$ cat src/rtl/tlv5618_pkg.sv
// Shared definitions for the TLV5618 command sequencer: control-word bit
// positions, request modes, sequencer states and the control-word formatter.
package tlv5618_pkg;

    localparam int BIT_R1  = 15;
    localparam int BIT_SPD = 14;
    localparam int BIT_PWR = 13;
    localparam int BIT_R0  = 12;

    localparam logic [1:0] MODE_BOTH = 2'b00;
    localparam logic [1:0] MODE_B    = 2'b01;
    localparam logic [1:0] MODE_A    = 2'b10;
    localparam logic [1:0] MODE_PD   = 2'b11;

    typedef enum logic [1:0] {
        ST_IDLE  = 2'd0,
        ST_START = 2'd1,
        ST_WAIT  = 2'd2,
        ST_GAP   = 2'd3
    } state_e;

    function automatic logic [15:0] fmt_word(input logic r1, input logic spd,
                                             input logic pwr, input logic r0,
                                             input logic [11:0] code);
        logic [15:0] w;
        w          = {4'b0000, code};
        w[BIT_R1]  = r1;
        w[BIT_SPD] = spd;
        w[BIT_PWR] = pwr;
        w[BIT_R0]  = r0;
        return w;
    endfunction

endpackage

$ cat src/rtl/tlv5618_ctrl_if.sv
// Request handshake and driver-side frame signals of the TLV5618 sequencer.
interface tlv5618_ctrl_if;
    logic        req_valid;
    logic        req_ready;
    logic [1:0]  req_mode;
    logic [11:0] req_code_a;
    logic [11:0] req_code_b;
    logic [15:0] dac_data;
    logic        dac_start;
    logic        dac_done;

    modport slave (
        input  req_valid, req_mode, req_code_a, req_code_b, dac_done,
        output req_ready, dac_data, dac_start
    );

    modport master (
        output req_valid, req_mode, req_code_a, req_code_b, dac_done,
        input  req_ready, dac_data, dac_start
    );
endinterface

$ cat src/rtl/tlv5618_cyc_timer.sv
// Loadable saturating down-counter; tc_o is high while the count sits at zero.
module tlv5618_cyc_timer #(
    parameter int W = 8
) (
    input  logic         clk,
    input  logic         rst_n,
    input  logic         load_i,
    input  logic [W-1:0] load_val_i,
    input  logic         en_i,
    output logic         tc_o
);
    logic [W-1:0] cnt_q, cnt_d;

    always_comb begin
        cnt_d = cnt_q;
        if (load_i) begin
            cnt_d = load_val_i;
        end else if (en_i && (cnt_q != '0)) begin
            cnt_d = cnt_q - 1'b1;
        end
    end

    always_ff @(posedge clk or negedge rst_n) begin
        if (!rst_n) begin
            cnt_q <= '0;
        end else begin
            cnt_q <= cnt_d;
        end
    end

    assign tc_o = (cnt_q == '0);
endmodule

$ cat src/rtl/tlv5618_ctrl.sv
// TLV5618 command sequencer: turns A/B/power-down requests into one or two
// driver frames, keeping the DAC buffer coherent for single-channel A writes.
//
//   state    | meaning
//   ---------+-----------------------------------------------------------
//   ST_IDLE  | ready for a request; frame list is built on accept
//   ST_START | one-cycle start pulse to the driver, timeout timer loaded
//   ST_WAIT  | frame held on dac_data until done or timeout
//   ST_GAP   | CS-high gap, then next frame or sequence complete
module tlv5618_ctrl
    import tlv5618_pkg::*;
#(
    parameter int GAP_CYCLES     = 8,
    parameter int TIMEOUT_CYCLES = 1024,
    parameter int SPD_FAST       = 1
) (
    input  logic           clk,
    input  logic           rst_n,
    tlv5618_ctrl_if.slave  bus,
    output logic           busy,
    output logic           seq_done,
    output logic           err_timeout
);
    localparam logic        SPD      = (SPD_FAST != 0);
    localparam logic [15:0] TMO_LOAD = 16'(TIMEOUT_CYCLES - 1);
    localparam logic [7:0]  GAP_LOAD = 8'(GAP_CYCLES - 1);

    state_e      state_q, state_d;
    logic [15:0] dac_data_q, dac_data_d;
    logic [15:0] f2_q, f2_d;
    logic        f2_pend_q, f2_pend_d;
    logic [1:0]  mode_q, mode_d;
    logic        buf_valid_q, buf_valid_d;
    logic [11:0] shadow_b_q, shadow_b_d;
    logic        seq_done_q, seq_done_d;
    logic        err_q, err_d;
    logic        ready_q;
    logic        tmo_load, tmo_tc, gap_load, gap_tc;
    logic [15:0] word_a;

    assign word_a = fmt_word(1'b1, SPD, 1'b0, 1'b0, bus.req_code_a);

    tlv5618_cyc_timer #(.W(16)) u_tmo (
        .clk        (clk),
        .rst_n      (rst_n),
        .load_i     (tmo_load),
        .load_val_i (TMO_LOAD),
        .en_i       (state_q == ST_WAIT),
        .tc_o       (tmo_tc)
    );

    tlv5618_cyc_timer #(.W(8)) u_gap (
        .clk        (clk),
        .rst_n      (rst_n),
        .load_i     (gap_load),
        .load_val_i (GAP_LOAD),
        .en_i       (state_q == ST_GAP),
        .tc_o       (gap_tc)
    );

    always_comb begin
        state_d     = state_q;
        dac_data_d  = dac_data_q;
        f2_d        = f2_q;
        f2_pend_d   = f2_pend_q;
        mode_d      = mode_q;
        buf_valid_d = buf_valid_q;
        shadow_b_d  = shadow_b_q;
        seq_done_d  = 1'b0;
        err_d       = err_q;
        tmo_load    = 1'b0;
        gap_load    = 1'b0;

        case (state_q)
            ST_IDLE: begin
                if (bus.req_valid && ready_q) begin
                    state_d   = ST_START;
                    mode_d    = bus.req_mode;
                    err_d     = 1'b0;
                    f2_d      = word_a;
                    f2_pend_d = 1'b0;
                    case (bus.req_mode)
                        MODE_BOTH: begin
                            dac_data_d = fmt_word(1'b0, SPD, 1'b0, 1'b1, bus.req_code_b);
                            f2_pend_d  = 1'b1;
                        end
                        MODE_B: dac_data_d = fmt_word(1'b0, SPD, 1'b0, 1'b0, bus.req_code_b);
                        MODE_A: begin
                            // Without a known buffer, re-prime it with the last B so B stays put.
                            if (buf_valid_q) begin
                                dac_data_d = word_a;
                            end else begin
                                dac_data_d = fmt_word(1'b0, SPD, 1'b0, 1'b1, shadow_b_q);
                                f2_pend_d  = 1'b1;
                            end
                        end
                        default: dac_data_d = fmt_word(1'b0, SPD, 1'b1, 1'b1, 12'h000);
                    endcase
                end
            end
            ST_START: begin
                state_d  = ST_WAIT;
                tmo_load = 1'b1;
            end
            ST_WAIT: begin
                if (bus.dac_done) begin
                    state_d  = ST_GAP;
                    gap_load = 1'b1;
                    // Every R1=0 frame loads the double buffer; power-down invalidates it.
                    if (!dac_data_q[BIT_R1]) begin
                        if (mode_q == MODE_PD) begin
                            buf_valid_d = 1'b0;
                        end else begin
                            buf_valid_d = 1'b1;
                            if (mode_q != MODE_A) shadow_b_d = dac_data_q[11:0];
                        end
                    end
                end else if (tmo_tc) begin
                    state_d     = ST_IDLE;
                    err_d       = 1'b1;
                    buf_valid_d = 1'b0;
                end
            end
            ST_GAP: begin
                if (gap_tc) begin
                    if (f2_pend_q) begin
                        dac_data_d = f2_q;
                        f2_pend_d  = 1'b0;
                        state_d    = ST_START;
                    end else begin
                        state_d    = ST_IDLE;
                        seq_done_d = 1'b1;
                    end
                end
            end
            default: state_d = ST_IDLE;
        endcase
    end

    always_ff @(posedge clk or negedge rst_n) begin
        if (!rst_n) begin
            state_q     <= ST_IDLE;
            dac_data_q  <= 16'h0000;
            f2_q        <= 16'h0000;
            f2_pend_q   <= 1'b0;
            mode_q      <= MODE_BOTH;
            buf_valid_q <= 1'b0;
            shadow_b_q  <= 12'h000;
            seq_done_q  <= 1'b0;
            err_q       <= 1'b0;
            ready_q     <= 1'b1;
        end else begin
            state_q     <= state_d;
            dac_data_q  <= dac_data_d;
            f2_q        <= f2_d;
            f2_pend_q   <= f2_pend_d;
            mode_q      <= mode_d;
            buf_valid_q <= buf_valid_d;
            shadow_b_q  <= shadow_b_d;
            seq_done_q  <= seq_done_d;
            err_q       <= err_d;
            ready_q     <= (state_d == ST_IDLE);
        end
    end

    assign bus.req_ready = ready_q;
    assign bus.dac_data  = dac_data_q;
    assign bus.dac_start = (state_q == ST_START);
    assign busy          = !ready_q;
    assign seq_done      = seq_done_q;
    assign err_timeout   = err_q;
endmodule

$ cat src/flat_wrapper.sv
// flat-port wrapper written by rule: the top's interface ports become plain ports
module tlv5618_ctrl_flat import tlv5618_pkg::*;
#(
    parameter int GAP_CYCLES     = 8,
    parameter int TIMEOUT_CYCLES = 1024,
    parameter int SPD_FAST       = 1
)
  (clk, rst_n, busy, seq_done, err_timeout, bus_req_valid, bus_req_mode, bus_req_code_a, bus_req_code_b, bus_dac_done, bus_req_ready, bus_dac_data, bus_dac_start);
  tlv5618_ctrl_if bus_i ();
  input  logic clk;
  input  logic rst_n;
  output logic busy;
  output logic seq_done;
  output logic err_timeout;
  input wire logic [$bits(bus_i.req_valid)-1:0] bus_req_valid;
  input wire logic [$bits(bus_i.req_mode)-1:0] bus_req_mode;
  input wire logic [$bits(bus_i.req_code_a)-1:0] bus_req_code_a;
  input wire logic [$bits(bus_i.req_code_b)-1:0] bus_req_code_b;
  input wire logic [$bits(bus_i.dac_done)-1:0] bus_dac_done;
  output wire logic [$bits(bus_i.req_ready)-1:0] bus_req_ready;
  output wire logic [$bits(bus_i.dac_data)-1:0] bus_dac_data;
  output wire logic [$bits(bus_i.dac_start)-1:0] bus_dac_start;
  assign bus_i.req_valid = bus_req_valid;
  assign bus_i.req_mode = bus_req_mode;
  assign bus_i.req_code_a = bus_req_code_a;
  assign bus_i.req_code_b = bus_req_code_b;
  assign bus_i.dac_done = bus_dac_done;
  assign bus_req_ready = bus_i.req_ready;
  assign bus_dac_data = bus_i.dac_data;
  assign bus_dac_start = bus_i.dac_start;
  tlv5618_ctrl #(.GAP_CYCLES(GAP_CYCLES), .TIMEOUT_CYCLES(TIMEOUT_CYCLES), .SPD_FAST(SPD_FAST)) u_core (.clk(clk), .rst_n(rst_n), .bus(bus_i), .busy(busy), .seq_done(seq_done), .err_timeout(err_timeout));
endmodule
$ cat config.mk
export PLATFORM = sky130hd
export DESIGN_NAME = tlv5618_ctrl_flat
export DESIGN_NICKNAME = d
export VERILOG_FILES = /design/src/rtl/tlv5618_pkg.sv /design/src/rtl/tlv5618_ctrl_if.sv /design/src/rtl/tlv5618_cyc_timer.sv /design/src/rtl/tlv5618_ctrl.sv /design/src/flat_wrapper.sv
export SDC_FILE = /design/constraint.sdc
export NUM_CORES = 1
export LEC_CHECK = 0
export CAP_MARGIN = 20
export CORE_MARGIN = 5
export CORE_UTILIZATION = 55
export CTS_CLUSTER_DIAMETER = 50
export CTS_CLUSTER_SIZE = 16
export DETAILED_ROUTE_END_ITERATION = 8
export PLACE_DENSITY = 0.8
export RECOVER_POWER = 25
export SYNTH_ARGS = -nofsm -noshare
export SYNTH_HDL_FRONTEND = slang
export SYNTH_SLANG_ARGS = --single-unit
export TNS_END_PERCENT = 30
$ cat constraint.sdc
create_clock -name clk -period 7.4 [get_ports clk]
set_clock_uncertainty 0.2 [all_clocks]
set_input_delay 1.48 -clock clk [delete_from_list [all_inputs] [get_ports clk]]
set_output_delay 1.48 -clock clk [all_outputs]
set_load 0.1 [all_outputs]
==> impl_metrics.json <==
{
  "finalCriticalPeriod_ns": 4.96,
  "async_flop_share_pct": 100,
  "htreeDepth": 3,
  "cts_made_buffers": 9,
  "synth-seq-area-share_pct": 49.1,
  "finalWeightedCongestion": 0.822,
  "tns_ns": 0,
  "cp.arrival_ns": 4.32,
  "synth_top_flop_cell": "dfrtp_1",
  "pwr-share-comb_pct": 4.8,
  "synth_edf_count": 0,
  "root_buffer": "clkbuf_8",
  "io_buffer_count": 50,
  "cp_max_fo": 74,
  "r2r-end": "u_core.bus.dac_data[1]",
  "grtUsageTotal_pct": 20.7,
  "max_stage_delay_ns": 2.69,
  "num_antenna_cells": 0,
  "holdPathEnd": "u_core.bus.dac_data[14]",
  "layout.nets": 425,
  "first_pass_iters": 4,
  "setup_violations": 0,
  "grt_pass1_wl_mm": 14.0,
  "grt_pass1_vias": 2943,
  "internal_power_mw": 0.614,
  "synth_warnings": 0,
  "synth.distinct_cells": 50,
  "p_seq_share_pct": 51.3,
  "fmax_mhz": 202,
  "drc_errors": 0,
  "period_share_pct": 67.0,
  "final_cell_count_no_fill": 474,
  "io_pins": 51,
  "start_kind": "input pin",
  "final_area_sq_um": 4530,
  "cts_sinks": 74,
  "status": "finished, violations left",
  "final_cell_mix": "dfrtp_1 (73), clkdlybuf4s50_1 (48), mux2_2 (31)",
  "postSynthNetCount": 382,
  "hold_depth": 1,
  "syn_avg_cell_area_sq_um": 10.9,
  "finalHoldViolations": 0,
  "cts_tree": "yes",
  "maxSlewViolCount": 75,
  "post-place-cells": 457,
  "drive_above_1_share_pct": 15.0,
  "holdCritStartpoint": "u_core.bus.dac_data[14]",
  "wl_per_cell_um": 17.7,
  "p_sw_mw": 0.177,
  "core_sq_um": 6720,
  "hp-class": "reg -> reg",
  "antenna_found_initial": 0,
  "p_clk_share_pct": 43.9,
  "leakagePower_nw": 1.93,
  "die_w_um": 92.8,
  "place_hpwl_mm": 5.58,
  "slew_headroom_pct": -159,
  "rsz0062_at_grt": "no",
  "setup_ws_ns": 2.44,
  "critPathTopFamily": "buffers and inverters",
  "cp-startpoint": "rst_n",
  "r2r_start": "u_core.u_gap.cnt_q[0]",
  "clock_latency_ns": 0.35,
  "tightest_slew_ns": 3.88,
  "cts.repair.resized": 0,
  "r2r.worst_path.cells": 6,
  "cap_viol_max_count": 1,
  "ir_drop_uv": 110,
  "grt_overflow_total": 0,
  "syn_inst": 346,
  "path_clk_slew_ns": 0.08,
  "endpoint_kind": "async pin",
  "drt_wl_total_mm": 8.39,
  "initial_utilization_pct": 56.1,
  "rows": 30,
  "ys_top_cells_by_area": "dfrtp_1 (48%), mux2_2 (9.3%), mux2i_1 (3.7%), o21ai_0 (3.3%), nand2_1 (3.0%)",
  "syn-cell-area_sq_um": 3770,
  "worst-path-buf-inv": 2,
  "crit_chain": "buf_2 > clkbuf_1",
  "die_y_um": 92.8,
  "slowest_stage": "clkbuf_1",
  "post-place-ws_ns": 3.64,
  "dieArea_sq_um": 8610,
  "yosysTopAreaCell": "dfrtp_1",
  "drtIter0Drc": 173,
  "cts.path.max_buffers": 2,
  "synth-seq-cells": 74,
  "violations": "capacitance limit, slew limit",
  "r2r_slack_ns": 4.43,
  "vias": 2898,
  "hold_buffers": 0,
  "place_area_sq_um": 4300,
  "antenna_left": 0,
  "syn_to_final_growth_pct": 20.0,
  "crit_type": "in -> async",
  "switching_share_pct": 22.3,
  "post_cts_buffers": 0,
  "routed_via_density": 6.11,
  "powerDensity_nw_per_um2": 175,
  "final_common_cell": "dfrtp_1",
  "grt_max_degree": 75,
  "cp_data_required_time_ns": 6.77,
  "synth_top_area_share_pct": 48.4
}
[how the worst max path moves through the flow]
stage                               to  slack [ns]  cells past startpoint
5_1_grt        u_core.bus.dac_data[12]        1.69                      2
6_report                u_core.f2_q[1]        2.44                      2
2_1_floorplan                     busy        4.33                      1
4_1_cts                  bus_dac_start        3.26                      3
3_3_place_gp             bus_dac_start        3.68                      3
3_5_place_dp             bus_dac_start        3.64                      3
[synth_stat cells (2+ instances only)]
library cell  number
o21ai_0           25
o221a_2            2
xor2_1             7
o31ai_1            4
nand3_1            8
or4_1              7
nor4_1             5
nand2b_1           4
ha_1               6
buf_1              2
and2_1             2
dfrtp_1           73
mux2_2            31
and3_1             2
o211ai_1           5
clkbuf_1          17
or4b_2             2
nor3_1             3
o311ai_0           2
o41ai_1            4
o2111ai_1          2
mux2_1             9
a2bb2oi_1         12
or2_2              2
xnor2_1            2
nand2_1           30
mux2i_1           14
inv_1             12
nor2_1            19
or3_1              9
a21oi_1            5
[metrics by stage]
| stage | hold slack, ns | util (%) | total power [mW] |
|---|---|---|---|
| final | 0.298 | 67.4 | 0.790 |
| after CTS | 0.305 | 67.2 | 0.796 |
| after global placement | 0.275 | 63.9 | 0.452 |
| after detailed placement | 0.287 | 63.9 | 0.452 |
| after floorplan | 0.249 | - | 0.424 |
| after global routing | 0.331 | 67.4 | 0.819 |
[power groups by stage]
stage / logic (mW) / registers (mW) / clock network [mW]
2_1_floorplan: 0.00612 / 0.418 / 0
3_3_place_gp: 0.0386 / 0.413 / 0
3_5_place_dp: 0.0390 / 0.413 / 0
4_1_cts: 0.0390 / 0.405 / 0.352
5_1_grt: 0.0414 / 0.405 / 0.372
6_report: 0.0381 / 0.405 / 0.347
[flip-flops by register name, summed over array words and instances, names as in the netlist]
register              flops
u_core.bus.dac_data      16
u_core.u_tmo.cnt_q       16
u_core.f2_q              13
u_core.shadow_b_q        12
u_core.u_gap.cnt_q        8
u_core.mode_q             2
u_core.state_q            2
u_core.buf_valid_q        1
u_core.bus.req_ready      1
u_core.err_timeout        1
u_core.f2_pend_q          1
u_core.seq_done           1
[logic make-up after synthesis]
| logic type | synth area share, % |
|---|---|
| XOR/XNOR | 2.09 |
| adder cells (fa/ha/maj) | 1.99 |
| AND/OR/NAND/NOR | 14.5 |
| multiplexers | 15.7 |
| buffers and inverters | 3.38 |
| flip-flops | 49.1 |
| AO/OA/AOI/OAI | 13.3 |
[area by class of cell]
cell class	count	area, sq um
clock buffer	10	128
clock inverter	6	90.1
fill	496	2190
inverter	12	45.0
multi-input combinational	240	1800
sequential	74	1850
tap	80	100
timing repair buffer	52	514
[routing by layer]
metal | GRT usage [%] | part of all wire, % | up-vias | wire length, um
met5 | 0 | 0 | - | 0
met3 | 5.77 | 5.7 | 14 | 475
li1 | - | - | 1344 | -
met2 | 37.4 | 53 | 82 | 4420
met4 | 6.35 | 1.6 | 0 | 133
met1 | 23.7 | 40 | 1458 | 3360
No activity file was read; power rests on OpenSTA's default activity.
